## src/rtl/fetch_pkg.sv

```systemverilog
// fetch_pkg: shared widths and defaults for the instruction-fetch front end
package fetch_pkg;
   localparam int INSTR_W = 32;
   localparam int ADDR_W = 32;
   localparam logic [INSTR_W-1:0] NOP_WORD_DEF = 32'h0000_0000;
   localparam logic [ADDR_W-1:0] PC_STEP = 32'd4;
   localparam logic [ADDR_W-1:0] RESET_PC_DEF = 32'h0000_0000;
endpackage

```

## src/rtl/fetch_skid_buf.sv

```systemverilog
// fetch_skid_buf: holds the in-flight memory word across a stall so release neither drops nor duplicates it
module fetch_skid_buf
   import fetch_pkg::*;
(
   input  logic               i_clk,
   input  logic               i_reset,
   input  logic               i_stall,
   input  logic               i_redirect,
   input  logic               i_req_valid,
   input  logic [INSTR_W-1:0] i_mem_instr,
   output logic               o_hold_valid,
   output logic [INSTR_W-1:0] o_instr
);
   logic               r_hold_valid;
   logic [INSTR_W-1:0] r_hold_instr;
   // capture only on the first stalled cycle; afterwards the memory is re-reading the next pc
   always_ff @(posedge i_clk) begin
      if (i_reset || i_redirect) r_hold_valid <= 1'b0;
      else if (!i_stall) r_hold_valid <= 1'b0;
      else if (i_req_valid && !r_hold_valid) begin
         r_hold_valid <= 1'b1;
         r_hold_instr <= i_mem_instr;
      end
   end
   assign o_hold_valid = r_hold_valid;
   assign o_instr = r_hold_valid ? r_hold_instr : i_mem_instr;
endmodule

```

## src/rtl/fetch_unit.sv

```systemverilog
// fetch_unit: PC sequencing, redirect/stall handling and IF/ID bundle over a 1-cycle-latency instruction memory
module fetch_unit
   import fetch_pkg::*;
#(
   parameter logic [ADDR_W-1:0]  RESET_PC  = RESET_PC_DEF,
   parameter int                 MEM_BYTES = 1024,
   parameter logic [INSTR_W-1:0] NOP_WORD  = NOP_WORD_DEF
)
(
   input  logic               i_clk,
   input  logic               i_reset,
   input  logic               i_stall,
   input  logic               i_redirect_valid,
   input  logic [ADDR_W-1:0]  i_redirect_target,
   output logic [ADDR_W-1:0]  o_imem_addr,
   input  logic [INSTR_W-1:0] i_imem_instr,
   output logic               o_if_valid,
   output logic [INSTR_W-1:0] o_if_instr,
   output logic [ADDR_W-1:0]  o_if_pc,
   output logic [ADDR_W-1:0]  o_if_pc_plus4,
   output logic               o_misalign_err
);
   localparam logic [ADDR_W-1:0] ADDR_MASK = ADDR_W'(MEM_BYTES - 1);
   logic [ADDR_W-1:0]  r_pc, r_req_pc, r_if_pc, r_if_pc_plus4;
   logic               r_req_valid, r_if_valid, r_misalign;
   logic [INSTR_W-1:0] r_if_instr, w_instr;
   logic               w_hold_valid;
   fetch_skid_buf u_skid (
      .i_clk        (i_clk),
      .i_reset      (i_reset),
      .i_stall      (i_stall),
      .i_redirect   (i_redirect_valid),
      .i_req_valid  (r_req_valid),
      .i_mem_instr  (i_imem_instr),
      .o_hold_valid (w_hold_valid),
      .o_instr      (w_instr)
   );
   // reset beats redirect beats stall; otherwise retire the in-flight request and issue the next pc
   always_ff @(posedge i_clk) begin
      if (i_reset) begin
         r_pc          <= RESET_PC;
         r_req_pc      <= '0;
         r_req_valid   <= 1'b0;
         r_if_valid    <= 1'b0;
         r_if_instr    <= NOP_WORD;
         r_if_pc       <= '0;
         r_if_pc_plus4 <= PC_STEP;
         r_misalign    <= 1'b0;
      end else if (i_redirect_valid) begin
         r_pc        <= {i_redirect_target[ADDR_W-1:2], 2'b00} & ADDR_MASK;
         r_req_valid <= 1'b0;
         r_if_valid  <= 1'b0;
         r_if_instr  <= NOP_WORD;
         if (|i_redirect_target[1:0]) r_misalign <= 1'b1;
      end else if (!i_stall) begin
         r_if_valid    <= r_req_valid;
         r_if_instr    <= r_req_valid ? w_instr : NOP_WORD;
         r_if_pc       <= r_req_pc;
         r_if_pc_plus4 <= r_req_pc + PC_STEP;
         r_req_pc      <= r_pc;
         r_req_valid   <= 1'b1;
         r_pc          <= (r_pc + PC_STEP) & ADDR_MASK;
      end
   end
   assign o_imem_addr    = r_pc;
   assign o_if_valid     = r_if_valid;
   assign o_if_instr     = r_if_instr;
   assign o_if_pc        = r_if_pc;
   assign o_if_pc_plus4  = r_if_pc_plus4;
   assign o_misalign_err = r_misalign;
endmodule

```

## config.mk

```make
export PLATFORM = sky130hd
export DESIGN_NAME = fetch_unit
export DESIGN_NICKNAME = d
export VERILOG_FILES = /design/src/rtl/fetch_pkg.sv /design/src/rtl/fetch_skid_buf.sv /design/src/rtl/fetch_unit.sv
export SDC_FILE = /design/constraint.sdc
export NUM_CORES = 1
export LEC_CHECK = 0
export CAP_MARGIN = 20
export CORE_UTILIZATION = 42
export CTS_CLUSTER_DIAMETER = 200
export DETAILED_ROUTE_END_ITERATION = 8
export PLACE_DENSITY_LB_ADDON = 0.3
export RECOVER_POWER = 100
export SKIP_LAST_GASP = 1
export SLEW_MARGIN = 5
export SYNTH_ARGS = -nofsm -noshare
export SYNTH_HDL_FRONTEND = slang
export SYNTH_SLANG_ARGS = --single-unit
```

## constraint.sdc

```tcl
create_clock -name i_clk -period 4.1 [get_ports i_clk]
set_input_delay 0.41 -clock i_clk [delete_from_list [all_inputs] [get_ports i_clk]]
set_output_delay 0.41 -clock i_clk [all_outputs]
set_load 0.005 [all_outputs]
```

Yosys cells after proc, flatten, opt, wreduce, memory -nomap -nowiden
Index checks and enable logic that the tools add are counted.
{"block": "classes", "add_sub_neg": 2, "n_eq_ne": 1, "muxes": 4, "n_bitwise": 3, "n_reduce_logical": 9}
{"cell": "$mux 32", "n": 2}
{"cell": "$mux 10", "n": 2}
{"cell": "$add 10x3->11 const B", "n": 1}
{"cell": "$add 10x3->10 const B", "n": 1}
{"cell": "$reduce_or 2->1", "n": 3}
{"cell": "$reduce_and 2->1", "n": 2}
{"cell": "$not 1->1", "n": 3}
{"cell": "$reduce_and 3->1", "n": 1}
{"cell": "$ne 2x1->1 const B", "n": 1}
{"cell": "$logic_and 1x1->1", "n": 1}
{"cell": "$logic_not 1->1", "n": 1}
{"cell": "$logic_or 1x1->1", "n": 1}
{"block": "word_totals", "reg_bits": 130, "in_bits": 68, "out_inout_bits": 130, "elab_cells": 30}

Depth between registers and ports, before layout
Gate-level depths: netlist of run 1.
{"block": "logic_depth", "word_depth": 3, "ltp_mapped": 6, "mapped_depth_nobuf": 4}

Hierarchy
Synthesis of run 1 repeated with hierarchy kept, for this count alone.
{"block": "unflattened", "hier_cells": 438, "hier_area_um2": 4658.2}
{"module": "fetch_unit", "instances": 1, "cells_per_inst": 366, "area_each_um2": 3121.7, "seq_area_each_um2": 1361.3}
{"module": "fetch_skid_buf", "instances": 1, "cells_per_inst": 72, "area_each_um2": 1536.5, "seq_area_each_um2": 980.9}

Least setup slack after synthesis of run 1
No wires, ideal clock.
{"block": "synth_path", "path_kind": "input -> register", "from": "input port i_reset", "to": "register u_skid.r_hold_instr[0], enable pin", "setup_ns": 0.468, "arrival_time_ns": 3.358, "required_time_ns": 3.632, "path_slack_ns": 0.274, "stages": 5, "path_buffers": 2, "cell_sequence": "buf_2 -> nor2_1 -> and2_1 -> buf_2 -> nor3b_1"}
{"block": "synth_between", "elab_chain_len": 3}
{"item": "start: declaration", "line": "fetch_unit.sv:11", "source": "input logic i_reset,"}
{"item": "$logic_or 1x1->1", "line": "fetch_skid_buf.sv:18", "source": "if (i_reset || i_redirect) r_hold_valid <= 1'b0;"}
{"item": "$not 1->1 (no line)"}
{"item": "$reduce_and 3->1 (no line)"}
{"item": "end signal: assignment", "line": "fetch_skid_buf.sv:22", "source": "r_hold_instr <= i_mem_instr;"}
{"item": "end: declaration", "line": "fetch_skid_buf.sv:15", "source": "logic [INSTR_W-1:0] r_hold_instr;"}
Every way passes these cells.
A chain may end at the register's enable or synchronous reset.

Worst setup path after layout of run 1
{"block": "layout_path", "from": "input port i_reset", "to": "register u_skid.r_hold_instr[20], enable pin"}
The elaborated chain is that of the path after synthesis.

==> results by stage, run 1 <==
Run status:
- The run finished with clean final reports.

Placed design:
- In this run, placement finished with an instance count of approximately 620.
- Summed over all nets, the half-perimeter wirelength after detailed placement is between 5000 and 6000 um.
- The number of buffers added on ports is around 100.
- At the end of routability-driven placement, the weighted congestion stood at between 0.7 and 0.8.

STA:
- Setup repair after global routing left no endpoint under its margin.
- The worst pin sits at a relative slew slack of 18.47%.
- The maximum clock rate is between 300 and 400 MHz.
- The slew at the pin closest to its max-slew limit is around 1.2 ns.
- Dividing the final minimum period by the clock period gives a little over two thirds.
- Setup violations remaining at the end of the flow were counted as 0.
- The routed design could run at a clock period as short as 2.856 ns.
- The count of final hold-check violations was 0.
- The max-slew violation count came to 0.
- The clock skew after layout is around 0.0095 ns.
- The final setup TNS is 0 ns.

CTS:
- The buffer depth of the longest clock path is 2.
- The post-cts sizing count is 0.
- The number of hold buffers added after CTS was 0.
- The clock tree synthesis step divided the H-tree into 3 levels.
- TritonCTS built the clock tree.
- The TritonCTS buffer count is 9.
- The root buffer cell chosen for the clock tree is sky130_fd_sc_hd__clkbuf_8.
- The clock latency on the worst-skew pair is approximately 0.35 ns.
- The number of setup buffers added after CTS is 0.
- The number of sinks on the clock net is between 100 and 150.
- The clock transition at the registers of the reported paths is ~0.10 ns.

Yosys:
- The flip-flop and latch count after synthesis is a little over 100.
- The netlist area before placement is 0.004362 sq mm.
- The most used flip-flop cell after synthesis is sky130_fd_sc_hd__dfxtp_1.
- Counting distinct cell types in the post-synthesis netlist gives 43.
- The gate count after technology mapping is 401.
- The portion of synthesized cell area occupied by the leading cell type is between 30% and 40%.
- In the synthesized netlist the async set-or-reset flop fraction comes to 0%.
- The share of the Yosys chip area taken by registers is 53.70%.
- Ranked by total cell area, the synthesized netlist is headed by sky130_fd_sc_hd__dfxtp_1, sky130_fd_sc_hd__edfxtp_1, sky130_fd_sc_hd__buf_4.
- Yosys printed 0 warnings.
- In this run the mean area of a mapped cell was 10.88 sq um.
- The number of enable-type register cells in the synthesized netlist is 32.
- The cell taking the most area after synthesis is sky130_fd_sc_hd__dfxtp_1.

GRT:
- Entering global routing, the biggest net connects 38 pins.
- The total overflow left after global routing is 0.
- The number of global-route vias before repair is between 2k and 3k.
- The global-route wire length before repair is roughly 14,000 um.
- The number of antenna violations at the first check in global routing is 0.
- Across every metal layer, demand over resource in global routing totals 16.16%.

Detailed routing:
- In the final routed layout, each cell accounts on average for about 14 um.
- The number of vias per cell after detailed routing is 4.782.
- The total wire length is ~8800 um.
- The detailed router finished its first iteration with roughly 100 violations.
- The remaining antenna violation count after routing is 0.
- The detailed-route DRC error count is 0.
- The total vias in the final route is a little over 3k.
- The first TritonRoute pass finished after 4 iterations.

Final layout:
- The count of inserted antenna diode cells is 0.
- For this run, the number of standard cells in the final layout without fillers is 634.
- The area growth from synthesis to layout is 23.78%.
- In the final design database the tool counted 566 nets.
- The fraction of final layout cells sized beyond drive strength 1 is 4.391%.

Die:
- The floorplan has 36 rows.
- The starting density of the core is between 40% and 50%.
- The floorplan die width is about 100 um.
- The total area inside the core boundary comes to between 0.009 and 0.01 sq mm.
- The die is 103.9 um tall.
- Pin placement for this block handled ~200 I/O pins.
- The area of the die is between 0.01 and 0.015 sq mm.

Worst setup path:
- The kind of start point of the critical path is a primary input.
- For the worst setup path, the data arrival time is approximately 2.8 ns.
- The classification of the worst setup path is in2reg.
- The sort of element at the end of the critical path is a flop.
- The worst-path maximum fanout is 37.
- STA puts the critical path data required time at slightly above 4 ns.

Worst hold path:
- The path class of the lowest-slack min-delay path is reg2reg.

Power and ir drop:
- The peak supply drop is ~200 uV.
- For this design the static power due to leakage is between 2 and 2.5 nW.
- The power per unit of standard cell area is ~330 mW/mm^2.

Flow run:
- The number of max-cap violations is 0.
## worst max-delay path, cell delays in order
cell                            delay (ns)
sky130_fd_sc_hd__dlygate4sd3_1        0.53
sky130_fd_sc_hd__buf_4                0.25
sky130_fd_sc_hd__nor2_1               0.19
sky130_fd_sc_hd__and2_0               0.15
sky130_fd_sc_hd__buf_4                0.35
sky130_fd_sc_hd__nor3b_1              0.23
sky130_fd_sc_hd__clkbuf_2             0.70
## power by group
| part | switching, mW | total, mW | internal (mW) |
|---|---|---|---|
| registers | 0.0219 | 1.07 | 1.05 |
| clock network | 0.350 | 0.579 | 0.230 |
| logic | 0.0745 | 0.148 | 0.0734 |
| total | 0.446 | 1.80 | 1.35 |
## flip-flops by register name (all words and copies together) (netlist names)
signal / count
o_if_instr: 32
o_imem_addr: 8
r_req_valid: 1
o_if_pc_plus4: 9
u_skid.o_hold_valid: 1
r_req_pc: 8
u_skid.r_hold_instr: 32
o_if_pc: 8
o_if_valid: 1
o_misalign_err: 1
## cells in the mapped netlist, types with 2 or more instances
master and count:
sky130_fd_sc_hd__buf_4 71, sky130_fd_sc_hd__dfxtp_1 69, sky130_fd_sc_hd__nand2_1 40, sky130_fd_sc_hd__edfxtp_1 32, sky130_fd_sc_hd__mux2i_1 32, sky130_fd_sc_hd__o2bb2ai_1 32
sky130_fd_sc_hd__a21oi_1 22, sky130_fd_sc_hd__buf_2 15, sky130_fd_sc_hd__nor2_1 15, sky130_fd_sc_hd__a211oi_1 7, sky130_fd_sc_hd__clkbuf_1 7, sky130_fd_sc_hd__nand3_1 7
sky130_fd_sc_hd__xor2_1 5, sky130_fd_sc_hd__a311oi_1 4, sky130_fd_sc_hd__inv_1 4, sky130_fd_sc_hd__o21ai_0 4, sky130_fd_sc_hd__or3_1 3, sky130_fd_sc_hd__and4_1 2
sky130_fd_sc_hd__ha_1 2, sky130_fd_sc_hd__nand2b_1 2, sky130_fd_sc_hd__nand4_1 2, sky130_fd_sc_hd__nand4b_1 2, sky130_fd_sc_hd__xnor2_1 2
## final timing paths
| path | from | to | slack [ns] | cells after the start |
|---|---|---|---|---|
| worst max-delay path | i_reset | u_skid.r_hold_instr[20] | 1.24 | 7 |
| worst min-delay path | o_misalign_err | o_misalign_err | 0.45 | 2 |
| worst max register to register | u_skid.o_hold_valid | u_skid.r_hold_instr[20] | 1.97 | 2 |
| worst min register to register | o_misalign_err | o_misalign_err | 0.45 | 2 |
## per-stage QoR
step	worst slack, ns	total power [mW]	utilization (%)	instance area [sq um]	hold slack (ns)
finish	1.244	1.798	54.48	5399	0.4534
global route	1.069	1.876	54.48	5399	0.4776
detailed placement	1.278	1.254	52.80	5233	0.4486
global placement	1.299	1.249	52.80	5233	0.4351
CTS	1.665	1.838	54.63	5414	0.4648
floorplan	0.2739	1.211	-	4624	0.4421
## cells in the final DEF, fill, tap and decap left out, types with 5 or more instances in the layout
| master | synthesis | final |
|---|---|---|
| sky130_fd_sc_hd__mux2i_1 | 32 | 32 |
| sky130_fd_sc_hd__dfxtp_1 | 69 | 68 |
| sky130_fd_sc_hd__dlygate4sd3_1 | 0 | 94 |
| sky130_fd_sc_hd__xor2_1 | 5 | 5 |
| sky130_fd_sc_hd__a21oi_1 | 22 | 22 |
| sky130_fd_sc_hd__clkbuf_8 | 0 | 9 |
| sky130_fd_sc_hd__nor2_1 | 15 | 15 |
| sky130_fd_sc_hd__edfxtp_1 | 32 | 32 |
| sky130_fd_sc_hd__nand3_1 | 7 | 7 |
| sky130_fd_sc_hd__nand2_1 | 40 | 40 |
| sky130_fd_sc_hd__o2bb2ai_1 | 32 | 32 |
| sky130_fd_sc_hd__clkdlybuf4s50_1 | 0 | 10 |
| sky130_fd_sc_hd__conb_1 | 1 | 71 |
| sky130_fd_sc_hd__a211oi_1 | 7 | 7 |
## routing by layer
metal  vias up  track usage (%)  part of all wire [%]
li1       1467                -                     -
met4         0            3.980                  0.84
met3         7            4.323                   4.8
met2        87            27.19                    49
met5         -                0                     0
met1      1471            20.58                    46
## cells by family after synthesis
family | synth area share (%)
AO/OA/AOI/OAI | 12.74
flip-flops | 53.70
XOR/XNOR | 1.406
multiplexers | 7.602
AND/OR/NAND/NOR | 8.807
buffers and inverters | 15.09
other | 0.08598
adder cells (fa/ha/maj) | 0.5736
## cell type report
type / instances / area [sq um]
fillers: 895 / 4511
inverters: 4 / 15.01
clock buffers: 9 / 123.9
multi-input cells: 271 / 1624
flip-flops and latches: 101 / 2344
clock inverters: 7 / 57.56
repair buffers: 109 / 1069
well taps: 133 / 166.4
Power figures use the tool's default switching activity.
==> inputs of run 2 (changes only) <==
==> constraint.sdc (replaced) <==
create_clock -name i_clk -period 2.98 [get_ports i_clk]
set_input_delay 0.298 -clock i_clk [delete_from_list [all_inputs] [get_ports i_clk]]
set_output_delay 0.298 -clock i_clk [all_outputs]
set_load 0.005 [all_outputs]
==> run 2 against run 1 <==
Net effect:
- the run now ends with max-capacitance violations, max-slew violations left
- die area is the same
- clock power grew 39%
- worst hold slack gained 0.0023 ns
- flip-flop and latch count is the same
- global-route usage grew 0.60 points
- cell count grew 0.63%
- sequential share of layout area shrank 0.19 points
- first-iteration DRC count shrank 40%
- non-clock buffer count grew 3
- via count grew 0.16%
- clock skew grew 0.0058 ns
- largest power group unchanged
- highest routed layer unchanged
==> results by stage, run 2 (synthesis gave the netlist of run 1 again) <==
GRT:
- The number of global-route vias before repair is around 3k.
- The first global-routing pass estimated 14,750 um of wire.
- The number of antenna violations at the first check in global routing was 0.
- The residual overflow from global routing is 0.
- Entering global routing, the biggest net connects 37 pins.
- The global router's overall resource usage is between 10% and 20%.

Detailed routing:
- The total wire length is roughly 8900 um.
- The iteration-0 DRC count of the detailed router is 62.
- The first-pass detailed-route iteration total is 4.
- After detailed routing, the average wire length per cell comes to 13.93 um.
- After detailed routing, the number of vias per cell comes to about 4.8.
- The remaining antenna violation count after routing is 0.
- The total vias in the final route is a little over 3k.
- For this run, design rule violations remaining after detail routing come to 0.

STA:
- The clock arrives with approximately 0.015 ns of skew.
- The worst relative slew slack is -0.2683%.
- Setup violations remaining at the end of the flow were counted as 0.
- The max-slew violation count is 36.
- The final setup TNS is 0 ns.
- The slew at the pin closest to its max-slew limit is 1.504 ns.
- Setup repair after global routing left no endpoint under its margin.
- In the finished design, the share of the clock period the worst path needs comes to 76.14%.
- The minimum period implied by the final worst setup slack is 2.269 ns.
- The maximum clock rate is about 440 MHz.
- The count of final hold-check violations is 0.

Power and ir drop:
- For this design the static power due to leakage is roughly 2.1 nW.
- The switching power share of the total is 24.94%.
- The switching component of the power is 0.6189 mW.
- The power share of the sequential group is 59.3%.
- The peak supply drop is between 200 and 300 uV.
- The internal power of the cells totals between 1.5 and 2 mW.
- The share of total power dissipated in combinational logic is around 8.4%.
- The power per unit of standard cell area is between 400 and 500 mW/mm^2.
- Of the total power, the clock network draws 32.3%.

Die:
- The initial utilization of the core area, before any placement, comes to 44.02%.
- The die is about 100 um tall.
- The total core area is 0.009910 sq mm.
- During I/O placement, the number of pins put on the boundary was 198.
- The area of the die is ~0.011 sq mm.
- The floorplan die width is slightly above 100 um.
- Row generation in the floorplan step produced 36 rows.

Placed design:
- The number of instances in the placed design is between 600 and 700.
- The detailed-placement wirelength estimate is around 5900 um.
- At the end of routability-driven placement, the weighted congestion stood at around 0.78.
- The number of buffers added on ports is 104.

Worst setup path:
- The data arrival time of the critical path is around 2.3 ns.
- The kind of start point of the critical path is a primary input.
- The sort of element at the end of the critical path is a flop.
- For the worst flop-to-flop path, the logic depth is 3.
- The reg-to-reg endpoint is u_skid.r_hold_instr[1].
- The reg-to-reg startpoint is r_req_valid.
- The required time reported for the critical path endpoint is between 2 and 3 ns.
- The classification of the worst setup path is in2reg.
- In this run the register-to-register setup slack is ~1.3 ns.
- The worst-path maximum fanout is 32.

CTS:
- After clock tree synthesis, the clock-pin slew on the worst setup and hold paths is 0.09 ns.
- Clock latency on the worst-skew pair, taken at its later pin, is approximately 0.36 ns.
- The longest clock path from root to sink contains 2 buffers.
- Post-CTS repair changed the size of 0 cells.
- In this run, post-CTS hold repair placed 0 buffers.
- The number of H-tree branching levels is 3.
- Buffers added to address setup during post-CTS repair amount to 0.
- TritonCTS built the clock tree.
- TritonCTS created 9 clock buffers.
- The number of sinks on the clock net is 101.
- The root buffer cell chosen for the clock tree is sky130_fd_sc_hd__clkbuf_8.

Worst hold path:
- The worst hold path terminates at o_if_pc[9].
- The worst hold path passes through 2 cells.
- In this run the worst hold path is classified as reg2reg.
- The startpoint identified for the worst hold timing path is o_if_pc[9].

Final layout:
- The area taken by flip-flops and latches is between 0.002 and 0.0025 sq mm.
- The non-filler instance count after layout is ~640.
- The multi-input combinational cells in the finished layout cover a total of about 0.0016 sq mm.
- The fraction of final layout cells sized beyond drive strength 1 is around 5.2%.
- The fill cell instance count of the final layout is 880.
- The leading cell type in the layout, fill and taps excluded is sky130_fd_sc_hd__dlygate4sd3_1.
- The library cells used most frequently in the layout, excluding fill and tap cells, are sky130_fd_sc_hd__dlygate4sd3_1, sky130_fd_sc_hd__conb_1, sky130_fd_sc_hd__dfxtp_1, sky130_fd_sc_hd__nand2_1.
- The layout net count is between 500 and 600.
- The area growth from synthesis to layout is 24.33%.

Flow run:
- Across the run, the number of max-cap violations was 1.

Run status:
- The final reports fail on max-capacitance violations, max-slew violations.
- The flow ran to the end, but the final reports show violations.
==> run 2: critical path, cell delays in order <==
cell	delay, ns
sky130_fd_sc_hd__dlygate4sd3_1	0.82
sky130_fd_sc_hd__and2_0	0.21
sky130_fd_sc_hd__nor3b_1	0.20
sky130_fd_sc_hd__clkbuf_2	0.69
==> run 2: worst max path at each step <==
stage | from | to | slack, ns | depth (start not counted)
floorplan | i_reset | u_skid.r_hold_instr[0] | 0.40 | 5
global placement | i_stall | u_skid.r_hold_instr[6] | 0.79 | 4
detailed placement | i_stall | u_skid.r_hold_instr[12] | 0.75 | 4
CTS | i_stall | u_skid.r_hold_instr[1] | 1.14 | 4
global route | i_stall | u_skid.r_hold_instr[1] | 0.60 | 4
finish | i_stall | u_skid.r_hold_instr[1] | 0.71 | 4
==> run 2: metal layers <==
metal	GRT usage, %	wire length (um)	vias up	part of all wire (%)
met2	28.71	4437	104	50
met4	5.510	85	0	0.96
met3	3.759	430	9	4.8
met5	0	0	-	0
met1	20.82	3936	1454	44
li1	-	-	1470	-
==> run 2: power by group through the flow <==
stage	combinational [mW]	sequential [mW]	clock (mW)
6_report	0.209	1.47	0.802
3_3_place_gp	0.221	1.50	0
4_1_cts	0.227	1.47	0.835
5_1_grt	0.233	1.48	0.896
3_5_place_dp	0.226	1.50	0
2_1_floorplan	0.171	1.50	0
==> run 2: stage by stage <==
step                setup slack (ns)  hold WS, ns  area [sq um]  power [mW]  util [%]
floorplan                     0.4032       0.3969          4629       1.667         -
global placement              0.7884       0.4395          5261       1.723     53.09
detailed placement            0.7472       0.4467          5261       1.729     53.09
CTS                            1.138       0.4599          5440       2.533     54.90
global route                  0.6044       0.4837          5420       2.605     54.70
finish                        0.7111       0.4558          5423       2.481     54.72
==> run 2: final cells by class <==
class	count	share of cell area, %
antenna	1	0.04615
clock buffer	9	2.284
clock inverter	7	1.015
inverter	4	0.2769
multi-input combinational	271	29.95
sequential	101	43.22
tap	133	3.069
timing repair buffer	112	20.14
==> inputs of run 3 (changes only) <==
--- a/config.mk
+++ b/config.mk
@@ -6,7 +6,7 @@
 export NUM_CORES = 1
 export LEC_CHECK = 0
 export CAP_MARGIN = 20
-export CORE_UTILIZATION = 42
+export CORE_UTILIZATION = 38
 export CTS_CLUSTER_DIAMETER = 200
 export DETAILED_ROUTE_END_ITERATION = 8
 export PLACE_DENSITY_LB_ADDON = 0.3
==> constraint.sdc (replaced) <==
create_clock -name i_clk -period 2.05 [get_ports i_clk]
set_input_delay 0.205 -clock i_clk [delete_from_list [all_inputs] [get_ports i_clk]]
set_output_delay 0.205 -clock i_clk [all_outputs]
set_load 0.005 [all_outputs]
==> run 3 against run 2 <==
Net effect:
- the run now ends clean
- worst setup slack worse by 0.38 ns
- cell count is 1.6% higher
- die area is 10% higher
- worst hold slack worse by 0.019 ns
- combinational power is 47% higher
- sequential power is 46% higher
- clock power is 110% higher
- non-clock buffer count is 3 higher
- core utilization is 3.7 points lower
- register-to-register slack worse by 0.79 ns
- via count is 1.5% lower
- critical endpoint is now o_if_valid
- largest power group unchanged
- highest routed layer unchanged
==> results by stage, run 3 (synthesis gave the netlist of run 1 again) <==
Run status:
- The flow ran to the end, and the final reports show no timing, DRC or antenna violations.

Flow run:
- Across the run, the number of max-cap violations was 0.

CTS:
- In this run, post-CTS repair resized a total of 0 instances.
- The number of H-tree branching levels is 3.
- After clock tree synthesis, the clock-pin slew on the worst setup and hold paths is approximately 0.070 ns.
- For the worst-skew pair, the clock arrives at the later sink with an insertion delay of roughly 0.34 ns.
- Clock tree synthesis selected as its root buffer the cell sky130_fd_sc_hd__clkbuf_16.
- The hold buffer count at cts is 0.
- After clock tree synthesis, the setup repair step added 0 buffers.
- The number of clock buffers added by TritonCTS is 9.
- The buffer depth of the longest clock path is 2.
- TritonCTS built the clock tree.
- The number of sinks on the clock net is between 100 and 150.

Power and ir drop:
- The share of total power dissipated in sequential elements is 51.3%.
- The total power is 4.166 mW.
- The switching power share of the total is 22.67%.
- The power per unit of standard cell area is around 740 mW/mm^2.
- The combinational fraction of design power is under 10%.
- Summed over all nets, the switching power comes to around 0.94 mW.
- Cell internal power was estimated by the tool at ~3.2 mW.
- In this run the static leakage power is between 2 and 2.5 nW.
- The peak supply drop is around 360 uV.
- The clock share of power is 41.3%.

Worst setup path:
- STA classifies the critical path startpoint as a primary input.
- In this design, the stage delay of the slowest critical-path cell is about 0.6 ns.
- The worst setup path is of the in2reg kind.
- Traced cell by cell, the critical path runs through dlygate4sd3_1, nor2_1, and2_0, clkbuf_2, a21bo_2.
- The required time reported for the critical path endpoint is ~2.3 ns.
- For this design, the slowest cell found on the critical path is sky130_fd_sc_hd__clkbuf_2.
- STA classifies the critical path endpoint as a flop.
- The depth of the worst register-to-register path is 4.
- The start point of the critical path is i_reset.
- The reg-to-reg startpoint is o_imem_addr[2].
- The worst setup slack for register-to-register paths is 0.51 ns.
- In this run the worst path has a maximum fanout of 34.
- The reg-to-reg endpoint is o_imem_addr[8].
- The destination of the critical timing path is o_if_valid.
- The data arrival time of the critical path is roughly 2 ns.

STA:
- The final worst-path cycle share is 84.04%.
- Clock skew on the completed layout was measured at about 0.012 ns.
- Setup repair after global routing left no endpoint under its margin.
- In this run the tightest slew margin relative to its limit is between 40 and 50%.
- The number of endpoints failing setup at the final stage is 0.
- The count of final hold-check violations is 0.
- The tightest hold path in the finished design has a slack of 0.4364 ns.
- The slew at the pin closest to its max-slew limit is 0.7798 ns.
- The final setup TNS is 0 ns.
- The max-slew violation count is 0.
- The maximum clock rate is between 500 and 600 MHz.
- The minimum period implied by the final worst setup slack is 1.723 ns.
- The worst setup slack after layout is between 0.3 and 0.4 ns.

Final layout:
- The area growth from synthesis to layout is 28.92%.
- The final layout contains around 570 nets.
- The fill cell instance count of the final layout is between 1k and 1.5k.
- Cells with a size suffix above 1 make up around 5.7% of the layout.
- The library cells used most frequently in the layout, excluding fill and tap cells, are sky130_fd_sc_hd__dlygate4sd3_1, sky130_fd_sc_hd__conb_1, sky130_fd_sc_hd__dfxtp_1, sky130_fd_sc_hd__nand2_1.
- After the flow finishes, the layout carries non-filler instances totaling between 600 and 700.
- After routing the design area is 0.005623 sq mm.
- The multi-input combinational cells in the finished layout cover a total of between 0.0015 and 0.002 sq mm.
- In the final layout, flip-flops and latches occupy around 0.0023 sq mm.
- Leaving out fill and tap cells, the most frequent cell in the layout is sky130_fd_sc_hd__dlygate4sd3_1.
- The utilization after layout is about half.

Placed design:
- The global placement routability congestion is 0.8296.
- Timing analysis after detailed placement gives a worst setup slack of approximately 0.24 ns.
- The number of buffers added on ports is ~100.
- Summed over all nets, the half-perimeter wirelength after detailed placement is 6133 um.
- In this run the cell area measured after placement is 0.005333 sq mm.
- Including well taps, the total number of placed cells is between 600 and 700.

Detailed routing:
- The first-pass detailed-route iteration total is 4.
- After detailed routing, the total wire length is just under 9000 um.
- In the final routed layout, each cell accounts on average for approximately 14 um.
- The remaining antenna violation count after routing is 0.
- After detailed routing, the number of remaining DRC violations is 0.
- The iteration-0 DRC count of the detailed router is between 90 and 100.
- Summing over every cut layer, the via total after detailed routing is between 2k and 3k.
- The number of vias per cell after detailed routing is about 4.6.

Worst hold path:
- The startpoint identified for the worst hold timing path is i_redirect_target[3].
- In this run the worst hold path is classified as in2reg.

Die:
- The total core area is about 0.011 sq mm.
- The floorplan die width is 109.1 um.
- The die is between 100 and 150 um tall.
- The starting density of the core is between 30% and 40%.
- After floorplanning, the core was divided into 38 placement rows.
- During I/O placement, the number of pins put on the boundary was about 200.
- The floorplan step defined a die boundary enclosing 0.01191 sq mm.

GRT:
- The number of global-route vias before repair is between 2k and 3k.
- Global routing finished with a remaining overflow of 0.
- The global router's overall resource usage is about 15%.
- The number of antenna violations at the first check in global routing is 1.
- The maximum number of pins on one net before global-route repair is 37.
- The global-route wire length before repair is approximately 14,000 um.
==> run 3: cell types whose count changed in the layout (fill, tap and decap cells not counted), sizes merged <==
cell,before,now
clkbuf,12,15
buf,5,6
bufinv,0,1
clkinv,3,2
inv,8,7
==> run 3: metal layers <==
metal / track usage, % / part of all wire (%)
met4: 5.695 / 1.1
met5: 0 / 0
met3: 3.766 / 7.1
met2: 22.78 / 46
met1: 20.20 / 46
==> run 3: layout make-up <==
| cell class | count | area share (%) |
|---|---|---|
| clock buffers | 10 | 4.072 |
| inverters | 4 | 0.2670 |
| well taps | 140 | 3.115 |
| flip-flops and latches | 101 | 41.68 |
| multi-input cells | 271 | 29.08 |
| diodes | 1 | 0.04450 |
| repair buffers | 115 | 20.38 |
| clock inverters | 6 | 1.357 |
==> run 3: worst min-delay path by stage <==
stage	depth (start not counted)	slack, ns	endpoint
2_1_floorplan	0	0.30	u_skid.r_hold_instr[0]
6_report	3	0.44	o_imem_addr[3]
5_1_grt	3	0.44	o_imem_addr[3]
3_5_place_dp	1	0.45	o_if_instr[28]
3_3_place_gp	2	0.44	o_misalign_err
4_1_cts	3	0.43	o_imem_addr[3]
==> run 3: critical path, delay by kind of cell <==
family / cells / cell delay [ns]
AND/OR/NAND/NOR: 2 / 0.37
AO/OA/AOI/OAI: 1 / 0.24
buffers and inverters: 2 / 1.16
==> run 3: power groups by stage <==
stage	Combinational [mW]	Sequential (mW)	Clock, mW
after detailed placement	0.334	2.18	0
final	0.308	2.14	1.72
after CTS	0.336	2.14	1.78
after global routing	0.345	2.14	1.85
after global placement	0.329	2.18	0
after floorplan	0.249	2.17	0
